==> src/rtl/ay_turbosound.sv <==
// rtl/ay_turbosound.sv - TurboSound AY/YM bus strobe generator for 1..4 chips with AY clock divider
module ay_turbosound #(
  parameter int CHIPS          = 2,
  parameter int CLK_DIV        = 1,
  parameter int RECOVER_CYCLES = 2
) (
  input  logic             clk28,
  input  logic             rst,
  input  logic [15:0]      a,
  input  logic [7:0]       d,
  input  logic             ioreq,
  input  logic             rd,
  input  logic             wr,
  input  logic             ck35,
  input  logic             ts_en,
  output logic             ay_clk,
  output logic [CHIPS-1:0] ay_bc1,
  output logic [CHIPS-1:0] ay_bdir,
  output logic             ay_oe,
  output logic [1:0]       ay_sel
);

  localparam logic [2:0] S_IDLE      = 3'd0;
  localparam logic [2:0] S_INTERCEPT = 3'd1;
  localparam logic [2:0] S_LATCH     = 3'd2;
  localparam logic [2:0] S_READ      = 3'd3;
  localparam logic [2:0] S_WRITE     = 3'd4;
  localparam logic [2:0] S_RECOVER   = 3'd5;

  localparam logic [3:0]       DIV_MAX   = 4'(CLK_DIV - 1);
  localparam logic [3:0]       REC_LOAD  = 4'(RECOVER_CYCLES);
  localparam logic [2:0]       CHIPS_W   = 3'(CHIPS);
  localparam logic [CHIPS-1:0] ONE       = 1;
  localparam logic [2:0]       S_EXIT    = (RECOVER_CYCLES == 0) ? S_IDLE : S_RECOVER;

  logic [2:0] st, st_n;
  logic [3:0] rcnt, rcnt_n;
  logic [1:0] chip, chip_n;
  logic [1:0] sel_n;
  logic [3:0] div_cnt;

  logic       reg_wr, reg_rd, dat_wr, sel_wr;
  logic [1:0] sel_idx, eff_sel;
  logic       unused_addr;

  assign unused_addr = ^{a[13:2], a[0]};

  assign reg_wr  = a[15] & a[14] & ~a[1] & ioreq & wr;
  assign reg_rd  = a[15] & a[14] & ~a[1] & ioreq & rd;
  assign dat_wr  = a[15] & ~a[14] & ~a[1] & ioreq & wr;
  assign sel_idx = ~d[1:0];
  assign sel_wr  = reg_wr & ts_en & (d[7:2] == 6'b111111) & ({1'b0, sel_idx} < CHIPS_W);
  assign eff_sel = ts_en ? ay_sel : 2'd0;

  // Any change of decode class ends the current cycle; the new class is only picked up from IDLE.
  always_comb begin
    st_n   = st;
    rcnt_n = rcnt;
    chip_n = chip;
    sel_n  = eff_sel;
    case (st)
      S_IDLE: begin
        if (sel_wr) begin
          st_n  = S_INTERCEPT;
          sel_n = sel_idx;
        end else if (reg_wr) begin
          st_n   = S_LATCH;
          chip_n = eff_sel;
        end else if (reg_rd) begin
          st_n   = S_READ;
          chip_n = eff_sel;
        end else if (dat_wr) begin
          st_n   = S_WRITE;
          chip_n = eff_sel;
        end
      end
      S_INTERCEPT: if (!sel_wr) begin st_n = S_EXIT; rcnt_n = REC_LOAD; end
      S_LATCH:     if (!reg_wr) begin st_n = S_EXIT; rcnt_n = REC_LOAD; end
      S_READ:      if (!reg_rd) begin st_n = S_EXIT; rcnt_n = REC_LOAD; end
      S_WRITE:     if (!dat_wr) begin st_n = S_EXIT; rcnt_n = REC_LOAD; end
      S_RECOVER: begin
        if (rcnt <= 4'd1) begin
          st_n   = S_IDLE;
          rcnt_n = 4'd0;
        end else begin
          rcnt_n = rcnt - 4'd1;
        end
      end
      default: st_n = S_IDLE;
    endcase
  end

  // Strobes are decoded from the next state so they appear one clk28 after the decode.
  always_ff @(posedge clk28 or posedge rst) begin
    if (rst) begin
      st      <= S_IDLE;
      rcnt    <= 4'd0;
      chip    <= 2'd0;
      ay_sel  <= 2'd0;
      ay_bc1  <= '0;
      ay_bdir <= '0;
      ay_oe   <= 1'b0;
    end else begin
      st      <= st_n;
      rcnt    <= rcnt_n;
      chip    <= chip_n;
      ay_sel  <= sel_n;
      ay_bc1  <= (st_n == S_LATCH || st_n == S_READ)  ? (ONE << chip_n) : '0;
      ay_bdir <= (st_n == S_LATCH || st_n == S_WRITE) ? (ONE << chip_n) : '0;
      ay_oe   <= (st_n == S_READ);
    end
  end

  always_ff @(posedge clk28 or posedge rst) begin
    if (rst) begin
      div_cnt <= 4'd0;
      ay_clk  <= 1'b0;
    end else if (ck35) begin
      if (div_cnt == DIV_MAX) begin
        div_cnt <= 4'd0;
        ay_clk  <= ~ay_clk;
      end else begin
        div_cnt <= div_cnt + 4'd1;
      end
    end
  end

endmodule

==> config.mk <==
export PLATFORM = sky130hd
export DESIGN_NAME = ay_turbosound
export DESIGN_NICKNAME = d
export VERILOG_FILES = /design/src/rtl/ay_turbosound.sv
export SDC_FILE = /design/constraint.sdc
export NUM_CORES = 1
export LEC_CHECK = 0
export BUFFER_PORTS_ARGS = -buffer_cell sky130_fd_sc_hd__buf_2
export CAP_MARGIN = 20
export CORE_MARGIN = 10
export CORE_UTILIZATION = 49
export CTS_BUF_LIST = sky130_fd_sc_hd__clkbuf_16
export DETAILED_ROUTE_END_ITERATION = 16
export PLACE_DENSITY = 0.78
export REMOVE_ABC_BUFFERS = 1
export SKIP_CTS_REPAIR_TIMING = 1
export SYNTH_ARGS = -nofsm -noshare
export SYNTH_HDL_FRONTEND = slang
export SYNTH_SLANG_ARGS = --single-unit
==> constraint.sdc <==
create_clock -name clk28 -period 1.78 [get_ports clk28]
set_input_delay 0.267 -clock clk28 [delete_from_list [all_inputs] [get_ports clk28]]
set_output_delay 0.267 -clock clk28 [all_outputs]
set_load 0.05 [all_outputs]
# After elaboration in Yosys (flattened, before gate mapping)
# Index checks and enable logic that the tools add are counted.
[classes] addsub=2 n_lt_le_gt_ge=2 n_eq_ne=13 n_shift=1 muxes=27 bitwise_logic=16 n_reduce_logical=7
[ops] operator="$mux W3" n=9
[ops] operator="$mux W4" n=6
[ops] operator="$mux W2" n=10
[ops] operator="$pmux W4 S5" n=1
[ops] operator="$pmux W3 S6" n=1
[ops] operator="$and A1 B1 Y1" n=12
[ops] operator="$eq A3 B2 Y1 const B" n=4
[ops] operator="$eq A3 B3 Y1 const B" n=3
[ops] operator="$ne A2 B2 Y1 const B" n=4
[ops] operator="$eq A6 B6 Y1 const B" n=1
[ops] operator="$reduce_and A5 Y1" n=1
[ops] operator="$reduce_bool A5 Y1" n=1
[ops] operator="$add A4 B1 Y4 const B" n=1
[ops] operator="$le A4 B1 Y1 const B" n=1
[ops] operator="$logic_not A4 Y1" n=1
[ops] operator="$sub A4 B1 Y4 const B" n=1
[ops] operator="$eq A3 B1 Y1 const B" n=1
[ops] operator="$logic_not A3 Y1" n=1
[ops] operator="$not A1 Y1" n=3
[ops] operator="$logic_or A1 B1 Y1" n=2
[ops] operator="$lt A2 B2 Y1 const B" n=1
[ops] operator="$not A2 Y2" n=1
[ops] operator="$reduce_and A2 Y1" n=1
[ops] operator="$shl A1 B2 Y2 const A" n=1
[word_totals] register_bits=21 out_inout_bits=8 word_cells=77

# Logic depth before layout (Yosys ltp)
# Gate-level depths: netlist of the first run.
[logic_depth] ltp_word=13 ltp_mapped=7

# Worst setup path after synthesis of the first run
# No wires, ideal clock.
[synth_timing] path_type="input to register" from="input port a[1]" to="register chip[1]" setup_ns=0.125 arrival_time_ns=1.494 t_required_ns=1.655 setup_slack_ns=0.162 stages=4 n_path_buf=0 path_cell_list="nand4b_4 or4_4 nand4_4 mux2_2"
[synth_via] elab_chain_cells=9
[synth_lines] item="start: declaration" line_no="9" text="input logic [15:0] a,"
[synth_lines] item="$not A1 Y1 (*)" line_no="48, 49, 50"
[synth_lines] item="$and A1 B1 Y1 (on tied branches) (2 in series)" line_no="50, 48, 49"
[synth_lines] item="$and A1 B1 Y1 (on tied branches)" line_no="50, 48"
[synth_lines] item="$mux W2 or $and A1 B1 Y1 (tied branches)" line_no="72, 52"
[synth_lines] item="$mux W2 or $and A1 B1 Y1 (tied branches)" line_no="69, 52"
[synth_lines] item="$mux W2 or $and A1 B1 Y1 (tied branches)" line_no="66, 52"
[synth_lines] item="$mux W2 (*)" line_no="63" text="if (sel_wr) begin"
[synth_lines] item="$mux W2 (*)" line_no="61" text="case (st)"
[synth_lines] item="named net chip_n[1]" line_no="38" text="logic [1:0] chip, chip_n;"
[synth_lines] item="end signal: assignment" line_no="106" text="chip <= chip_n;"
[synth_lines] item="end: declaration" line_no="38"
# The timed path passes the listed nets; every way through them passes the cells marked *.
# A chain may end at the register's enable or synchronous reset.

# Worst setup path after layout of the first run
[layout_timing] from="register rcnt[1]" to="register ay_oe"
[layout_via] elab_chain_cells=4
[layout_lines] item="start: declaration" line_no="37" text="logic [3:0] rcnt, rcnt_n;"
[layout_lines] item="start signal: assignment" line_no="105" text="rcnt <= rcnt_n;"
[layout_lines] item="$le A4 B1 Y1" line_no="82" text="if (rcnt <= 4'd1) begin"
[layout_lines] item="$mux W3" line_no="82"
[layout_lines] item="$pmux W3 S6" line_no="61"
[layout_lines] item="named net st_n[0]" line_no="36" text="logic [2:0] st, st_n;"
[layout_lines] item="$eq A3 B2 Y1" line_no="110" text="ay_oe <= (st_n == S_READ);"
[layout_lines] item="end signal: assignment" line_no="110"
[layout_lines] item="end: declaration" line_no="19" text="output logic ay_oe,"
# The timed path passes the listed nets, and every way through them passes these cells.

==> metrics.txt, run 1 <==
# TYPE chip_impl_metric gauge
chip_impl_metric{name="postLayoutCellArea",unit="um2"} 1550
chip_impl_metric{name="slew_headroom",unit="%"} 71.9
chip_impl_metric{name="total_number_of_vias",unit=""} 1060
chip_impl_metric{name="numPortBuffers",unit=""} 25
chip_impl_metric{name="synthSimpleGateAreaFrac",unit="%"} 25.0
chip_impl_info{name="yosys-top-cells-area",value="sky130_fd_sc_hd__dfrtp_1 44%, sky130_fd_sc_hd__ha_1 4.2%, sky130_fd_sc_hd__mux2i_1 4.2%"} 1
chip_impl_metric{name="globalRouteOverflowTotal",unit=""} 0
chip_impl_metric{name="yosysTopAreaCellShare",unit="%"} 43.6
chip_impl_metric{name="period_needed",unit="ns"} 1.69
chip_impl_metric{name="height_of_the_chip",unit="um"} 69.6
chip_impl_metric{name="fmax",unit="GHz"} 0.592
chip_impl_metric{name="yosys-mux-area-fraction",unit="%"} 5.09
chip_impl_info{name="setup.worst_path.class",value="flip-flop to flip-flop"} 1
chip_impl_metric{name="synth_compound_gate_area_share",unit="%"} 15.9
chip_impl_metric{name="cts.reportedPaths.clkPinSlew",unit="ns"} 0.05
chip_impl_metric{name="ctsLongestPathBuffers",unit=""} 2
chip_impl_metric{name="netlist_area",unit="um2"} 1200
chip_impl_metric{name="drv_slew",unit=""} 0
chip_impl_metric{name="drive_above_1_share",unit="%"} 35.8
chip_impl_metric{name="numCtsBuffers",unit=""} 3
chip_impl_metric{name="max-vdd-ir-drop",unit="uV"} 937
chip_impl_metric{name="globalRouteTotalUtil",unit="%"} 12.1
chip_impl_metric{name="gp_routability_congestion",unit=""} 0.874
chip_impl_metric{name="crit_fanout",unit=""} 4
chip_impl_metric{name="floorplan.io_pins",unit=""} 39
chip_impl_metric{name="timing.final.crit_share",unit="%"} 94.8
chip_impl_metric{name="grt_pass1_wl",unit="um"} 5000
chip_impl_info{name="clk_root_buffer_cell",value="sky130_fd_sc_hd__clkbuf_16"} 1
chip_impl_info{name="largest_family_of_logic_cells_by_synthesized_area",value="simple AND/OR/NAND/NOR gates"} 1
chip_impl_metric{name="ys_seq_area_share",unit="%"} 43.6
chip_impl_metric{name="synth.avg_cell_area",unit="um2"} 10.1
chip_impl_metric{name="detailed_place.area",unit="um2"} 1430
chip_impl_info{name="min_path_type",value="input port to async pin"} 1
chip_impl_info{name="yosys_most_used_dff",value="sky130_fd_sc_hd__dfrtp_1"} 1
chip_impl_metric{name="combined_area_of_the_multi_input_logic_cells",unit="um2"} 661
chip_impl_metric{name="starting_density",unit="%"} 52.9
chip_impl_metric{name="maximum_number_of_pins_on_one_net_before_global_route_repair",unit=""} 22
chip_impl_metric{name="floorplan.die_area",unit="um2"} 4840
chip_impl_metric{name="ys_ff_latch",unit=""} 21
chip_impl_metric{name="synth-xor-area-share",unit="%"} 2.18
chip_impl_metric{name="flow.area_growth_from_synthesis",unit="%"} 28.9
chip_impl_metric{name="clock_tree.htree_level_count",unit=""} 1
chip_impl_metric{name="final.setup.tns",unit="ns"} 0
chip_impl_metric{name="synth_warnings",unit=""} 0
chip_impl_metric{name="synthArstFlopShare",unit="%"} 100
chip_impl_metric{name="dp_hpwl",unit="um"} 2260
chip_impl_info{name="cts_tree",value="built"} 1
chip_impl_metric{name="vias_per_cell",unit=""} 5.67
chip_impl_metric{name="power.leakage",unit="nW"} 0.777
chip_impl_metric{name="post_synthesis_cells",unit=""} 119
chip_impl_metric{name="dr_wl_cell",unit="um"} 16.0
chip_impl_metric{name="arrival_time_of_data_at_the_critical_path_endpoint",unit="ns"} 1.82
chip_impl_metric{name="detailedRoute.firstPassIterationCount",unit=""} 4
chip_impl_metric{name="worstPathRequired",unit="ns"} 1.91
chip_impl_info{name="netlist.top_cell.by_area",value="sky130_fd_sc_hd__dfrtp_1"} 1
chip_impl_info{name="cp-start-kind",value="flip-flop"} 1
chip_impl_metric{name="initialDrtViolationCount",unit=""} 57
chip_impl_metric{name="route.detailed.drc",unit=""} 0
chip_impl_metric{name="num_rows",unit=""} 17
chip_impl_info{name="crit_path_end_kind",value="flip-flop"} 1
chip_impl_metric{name="power.density_cell_area",unit="nW/um2"} 1330
chip_impl_metric{name="final-setup-viol-count",unit=""} 0
chip_impl_metric{name="cap_viol_max_count",unit=""} 0
chip_impl_metric{name="max_slew.worst_pin.slew",unit="ns"} 0.416
chip_impl_metric{name="numClockSinks",unit=""} 21
chip_impl_metric{name="antennaDiodeCount",unit=""} 0
chip_impl_metric{name="horiz_die_dim",unit="um"} 69.6
chip_impl_metric{name="route.antenna.remaining_nets",unit=""} 0
chip_impl_metric{name="fin_worst_skew",unit="ns"} 0.00121
chip_impl_metric{name="report.power.total",unit="mW"} 2.06
chip_impl_metric{name="fillers",unit=""} 182
chip_impl_info{name="status",value="finished clean"} 1
chip_impl_metric{name="grt_antenna_before_repair",unit=""} 0
chip_impl_info{name="synthMostInstantiatedCell",value="sky130_fd_sc_hd__dfrtp_1"} 1
chip_impl_metric{name="final_net_count",unit=""} 195
chip_impl_metric{name="synth_edf_count",unit=""} 0
chip_impl_metric{name="drt_wl_total",unit="um"} 3000
chip_impl_metric{name="yosys.cell_types.count",unit=""} 42
chip_impl_metric{name="coreArea",unit="um2"} 2280
chip_impl_metric{name="yosys.area_share.adder",unit="%"} 4.15
chip_impl_metric{name="final-seq-area",unit="um2"} 526
chip_impl_info{name="most_numerous_cell_types_in_the_synthesized_netlist",value="21 x sky130_fd_sc_hd__dfrtp_1, 10 x sky130_fd_sc_hd__nor2_1, 9 x sky130_fd_sc_hd__inv_1"} 1
chip_impl_metric{name="number_of_global_route_vias_before_repair",unit=""} 1150
chip_impl_metric{name="hold_viol",unit=""} 0
chip_impl_metric{name="worstSkewPairLatency",unit="ns"} 0.25
cell type report:
| cell class | count | area share [%] |
|---|---|---|
| tap | 28 | 2.26 |
| sequential | 21 | 33.8 |
| clock inverter | 1 | 0.242 |
| timing repair buffer | 37 | 13.9 |
| clock buffer | 3 | 4.83 |
| inverter | 10 | 2.42 |
| multi-input combinational | 87 | 42.5 |
where the power goes:
part	internal (mW)	switching [mW]
sequential	0.600	0.135
combinational	0.391	0.479
clock	0.299	0.156
cells in the final DEF (no fill, tap or decap), drive strengths merged, types with 3 or more instances in the layout:
cell type  instances
a21oi              3
buf               37
clkbuf             3
dfrtp             21
ha                 4
inv               11
mux2i              5
nand2              8
nand4              5
nor2              10
nor2b              3
nor3               7
o211ai             3
o21ai              7
xnor2              3
critical path: stages, from the launching register on:
cell and delay (ns):
sky130_fd_sc_hd__dfrtp_1 0.38, sky130_fd_sc_hd__inv_2 0.10, sky130_fd_sc_hd__ha_1 0.15, sky130_fd_sc_hd__nor2_1 0.06, sky130_fd_sc_hd__nor3_2 0.23, sky130_fd_sc_hd__mux2i_1 0.11, sky130_fd_sc_hd__a211o_2 0.35, sky130_fd_sc_hd__a21boi_2 0.17
worst paths after layout:
| path | startpoint | endpoint | slack (ns) | cells after the start |
|---|---|---|---|---|
| min in group clk28 | d[0] | ay_sel[0] | 0.19 | 2 |
| hold / removal | rst | ay_bdir[0] | 0.05 | 3 |
| hold reg to reg | div_cnt[3] | div_cnt[3] | 0.50 | 1 |
| setup reg to reg | rcnt[1] | ay_oe | 0.09 | 7 |
| setup / recovery | rcnt[1] | ay_oe | 0.09 | 7 |
| max in group asynchronous | rst | chip[1] | 1.52 | 3 |
state kept, by name, summed over array words and instances (netlist names):
register / count
ay_bdir: 2
ay_oe: 1
ay_bc1: 2
ay_sel: 2
st: 3
ay_clk: 1
rcnt: 4
chip: 2
div_cnt: 4
per-stage QoR:
step                utilization, %  setup WS (ns)  std cells  hold slack, ns
finish                        68.2         0.0920        187          0.0470
global route                  68.2        -0.0155        187          0.0988
CTS                           66.2        -0.0862        185          0.0554
detailed placement            62.8        -0.0537        181           0.321
global placement              62.8       -0.00396        181           0.301
floorplan                        -          0.162        118           0.244
routing by layer:
layer	vias up	wire (um)	global-route usage (%)
li1	510	-	-
met1	506	1270	13.3
met2	40	1530	20.8
met3	4	172	4.71
met4	0	21	3.99
met5	-	0	0
cells by family after synthesis:
logic type / Yosys count
AO/OA/AOI/OAI: 26
XOR/XNOR: 3
adder cells (fa/ha/maj): 4
buffers and inverters: 11
flip-flops: 21
multiplexers: 6
AND/OR/NAND/NOR: 48
No activity file was read; power rests on OpenSTA's default activity.
==> run 2, diff against run 1 <==
--- a/config.mk
+++ b/config.mk
@@ -5,13 +5,14 @@
 export SDC_FILE = /design/constraint.sdc
 export NUM_CORES = 1
 export LEC_CHECK = 0
-export BUFFER_PORTS_ARGS = -buffer_cell sky130_fd_sc_hd__buf_2
 export CAP_MARGIN = 20
 export CORE_MARGIN = 10
-export CORE_UTILIZATION = 49
+export CORE_UTILIZATION = 55
 export CTS_BUF_LIST = sky130_fd_sc_hd__clkbuf_16
 export DETAILED_ROUTE_END_ITERATION = 16
-export PLACE_DENSITY = 0.78
+export DONT_BUFFER_PORTS = 1
+export HOLD_SLACK_MARGIN = 0.08
+export PLACE_DENSITY = 0.7
 export REMOVE_ABC_BUFFERS = 1
 export SKIP_CTS_REPAIR_TIMING = 1
 export SYNTH_ARGS = -nofsm -noshare
==> metrics.txt, run 2 (same netlist as run 1, synthesis figures left out) <==
# TYPE chip_impl_metric gauge
chip_impl_info{name="status",value="finished clean"} 1
chip_impl_metric{name="fmax",unit="GHz"} 0.599
chip_impl_metric{name="number_of_global_route_vias_before_repair",unit=""} 911
chip_impl_metric{name="global_route.usage.met1",unit="%"} 14.3
chip_impl_metric{name="final.setup.tns",unit="ns"} 0
chip_impl_metric{name="power.density_cell_area",unit="nW/um2"} 1400
chip_impl_info{name="critical_path.top_delay_family",value="compound AO/OA/AOI/OAI gates"} 1
chip_impl_metric{name="dr_wl_cell",unit="um"} 15.5
chip_impl_metric{name="hold_viol",unit=""} 0
chip_impl_metric{name="horiz_die_dim",unit="um"} 66.8
chip_impl_metric{name="clock_tree.htree_level_count",unit=""} 1
chip_impl_metric{name="timing.reg2reg.worst_path_depth",unit=""} 7
chip_impl_info{name="setup.worst_path.class",value="flip-flop to flip-flop"} 1
chip_impl_metric{name="cp.buffers_inverters",unit=""} 1
chip_impl_info{name="cp-endpoint",value="ay_oe"} 1
chip_impl_info{name="min_path_type",value="input port to async pin"} 1
chip_impl_metric{name="antennaDiodeCount",unit=""} 0
chip_impl_metric{name="period_needed",unit="ns"} 1.67
chip_impl_metric{name="combined_area_of_the_multi_input_logic_cells",unit="um2"} 643
chip_impl_metric{name="initialDrtViolationCount",unit=""} 43
chip_impl_metric{name="cts.reportedPaths.clkPinSlew",unit="ns"} 0.06
chip_impl_metric{name="detailedRoute.firstPassIterationCount",unit=""} 4
chip_impl_metric{name="drive_above_1_share",unit="%"} 19.8
chip_impl_metric{name="starting_density",unit="%"} 59.6
chip_impl_metric{name="maximum_number_of_pins_on_one_net_before_global_route_repair",unit=""} 22
chip_impl_info{name="cp_slowest_cell",value="sky130_fd_sc_hd__dfrtp_1"} 1
chip_impl_metric{name="final_core_utilization",unit="%"} 68.6
chip_impl_metric{name="fillers",unit=""} 167
chip_impl_metric{name="fin_worst_skew",unit="ns"} 0.00578
chip_impl_metric{name="post_route_hold_slack",unit="ns"} 0.0403
chip_impl_metric{name="final_net_count",unit=""} 167
chip_impl_metric{name="vias_per_cell",unit=""} 5.85
chip_impl_metric{name="globalRouteTotalUtil",unit="%"} 11.3
chip_impl_info{name="grt-busiest-layer",value="met2"} 1
chip_impl_metric{name="grt_pass1_wl",unit="um"} 4080
chip_impl_metric{name="arrival_time_of_data_at_the_critical_path_endpoint",unit="ns"} 1.80
chip_impl_metric{name="route.antenna.remaining_nets",unit=""} 0
chip_impl_metric{name="power.leakage",unit="nW"} 0.653
chip_impl_metric{name="timing.critical_path.slowest_cell_delay",unit="ns"} 0.41
chip_impl_metric{name="floorplan.die_area",unit="um2"} 4460
chip_impl_metric{name="met2_usage",unit="%"} 18.1
chip_impl_metric{name="grt_antenna_before_repair",unit=""} 0
chip_impl_metric{name="numPortBuffers",unit=""} 0
chip_impl_metric{name="slew_headroom",unit="%"} 49.2
chip_impl_metric{name="floorplan.io_pins",unit=""} 39
chip_impl_metric{name="drv_slew",unit=""} 0
chip_impl_metric{name="numClockSinks",unit=""} 21
chip_impl_metric{name="cap_viol_max_count",unit=""} 0
chip_impl_metric{name="drt_wl_total",unit="um"} 2460
chip_impl_metric{name="ctsLongestPathBuffers",unit=""} 2
chip_impl_info{name="cp-start-kind",value="flip-flop"} 1
chip_impl_metric{name="critical_path_cell_count",unit=""} 7
chip_impl_metric{name="max-vdd-ir-drop",unit="uV"} 749
chip_impl_metric{name="numCtsBuffers",unit=""} 3
chip_impl_info{name="reg_top3",value="div_cnt: 4 flops, rcnt: 4 flops, st: 3 flops"} 1
chip_impl_metric{name="globalRouteOverflowTotal",unit=""} 0
chip_impl_metric{name="max_slew.worst_pin.slew",unit="ns"} 0.761
chip_impl_metric{name="timing.final.crit_share",unit="%"} 93.8
chip_impl_metric{name="gp_routability_congestion",unit=""} 0.868
chip_impl_metric{name="coreArea",unit="um2"} 2020
chip_impl_metric{name="final-setup-viol-count",unit=""} 0
chip_impl_metric{name="height_of_the_chip",unit="um"} 66.8
chip_impl_metric{name="flow.area_growth_from_synthesis",unit="%"} 15.2
chip_impl_info{name="most-common-layout-cells",value="21 x sky130_fd_sc_hd__dfrtp_1, 10 x sky130_fd_sc_hd__nor2_1, 9 x sky130_fd_sc_hd__inv_1, 9 x sky130_fd_sc_hd__buf_4, 8 x sky130_fd_sc_hd__nand2_1"} 1
chip_impl_metric{name="worstSkewPairLatency",unit="ns"} 0.25
chip_impl_info{name="timing.rr.end",value="ay_oe"} 1
chip_impl_info{name="layout_commonest_cell",value="sky130_fd_sc_hd__dfrtp_1"} 1
chip_impl_metric{name="global_route.usage.met3",unit="%"} 4.52
chip_impl_metric{name="worstPathRequired",unit="ns"} 1.91
chip_impl_metric{name="route.detailed.drc",unit=""} 0
chip_impl_info{name="timing.rr.start",value="rcnt[0]"} 1
chip_impl_metric{name="register_to_register_setup_slack",unit="ns"} 0.11
chip_impl_metric{name="total_number_of_vias",unit=""} 925
chip_impl_info{name="worstSetupStartpoint",value="rcnt[0]"} 1
chip_impl_info{name="cts_tree",value="built"} 1
chip_impl_metric{name="final-seq-area",unit="um2"} 526
chip_impl_metric{name="dp_hpwl",unit="um"} 2020
chip_impl_metric{name="num_rows",unit=""} 16
chip_impl_info{name="clk_root_buffer_cell",value="sky130_fd_sc_hd__clkbuf_16"} 1
chip_impl_metric{name="crit_fanout",unit=""} 4
chip_impl_info{name="path_cells",value="inv_1 -> ha_1 -> nor2_1 -> nor3_2 -> mux2i_1 -> a211o_2 -> a21boi_2"} 1
chip_impl_info{name="crit_path_end_kind",value="flip-flop"} 1
-- run 2: final cells by class --
cell class,count,share of cell area (%)
sequential,21,37.9
inverter,10,2.71
tap,27,2.43
multi-input combinational,87,46.3
clock inverter,1,0.361
clock buffer,3,5.41
timing repair buffer,9,4.87
-- run 2: worst register-to-register path: cells and delay by family, from the launching register on --
| kind | cells | cell delay (ns) |
|---|---|---|
| simple gates | 2 | 0.24 |
| buf+inv | 1 | 0.09 |
| fa+ha+maj | 1 | 0.17 |
| flops | 1 | 0.41 |
| mux | 1 | 0.10 |
| compound gates | 2 | 0.55 |
-- run 2: how the worst min path moves through the flow --
| stage | from | endpoint | slack, ns | depth (start not counted) |
|---|---|---|---|---|
| after floorplan | rst | ay_bc1[0] | 0.24 | 1 |
| after CTS | rst | div_cnt[2] | 0.07 | 1 |
| after global placement | rst | rcnt[3] | 0.32 | 1 |
| after detailed placement | rst | ay_clk | 0.33 | 1 |
| final | rst | div_cnt[2] | 0.04 | 1 |
| after global routing | rst | div_cnt[2] | 0.1 | 1 |
-- run 2: report_power, final --
group / total (mW) / internal [mW] / switching, mW
Combinational: 0.693 / 0.341 / 0.351
Sequential: 0.789 / 0.599 / 0.191
Clock: 0.463 / 0.301 / 0.162
Total: 1.94 / 1.24 / 0.704
-- run 2: per-stage QoR --
| step | power (mW) | instance area, um2 | setup slack (ns) | std cells |
|---|---|---|---|---|
| 2_1_floorplan | 1.26 | 1190 | 0.162 | 118 |
| 3_3_place_gp | 1.42 | 1290 | 0.0178 | 154 |
| 3_5_place_dp | 1.47 | 1290 | -0.00432 | 154 |
| 4_1_cts | 1.93 | 1380 | -0.00969 | 158 |
| 5_1_grt | 2.08 | 1390 | -0.00371 | 158 |
| 6_report | 1.94 | 1390 | 0.111 | 158 |
-- run 2: metal layers --
layer  part of all wire (%)  up-vias
met3                    7.0        0
met2                     46       27
li1                       -      463
met5                      0        -
met4                      0        0
met1                     46      435
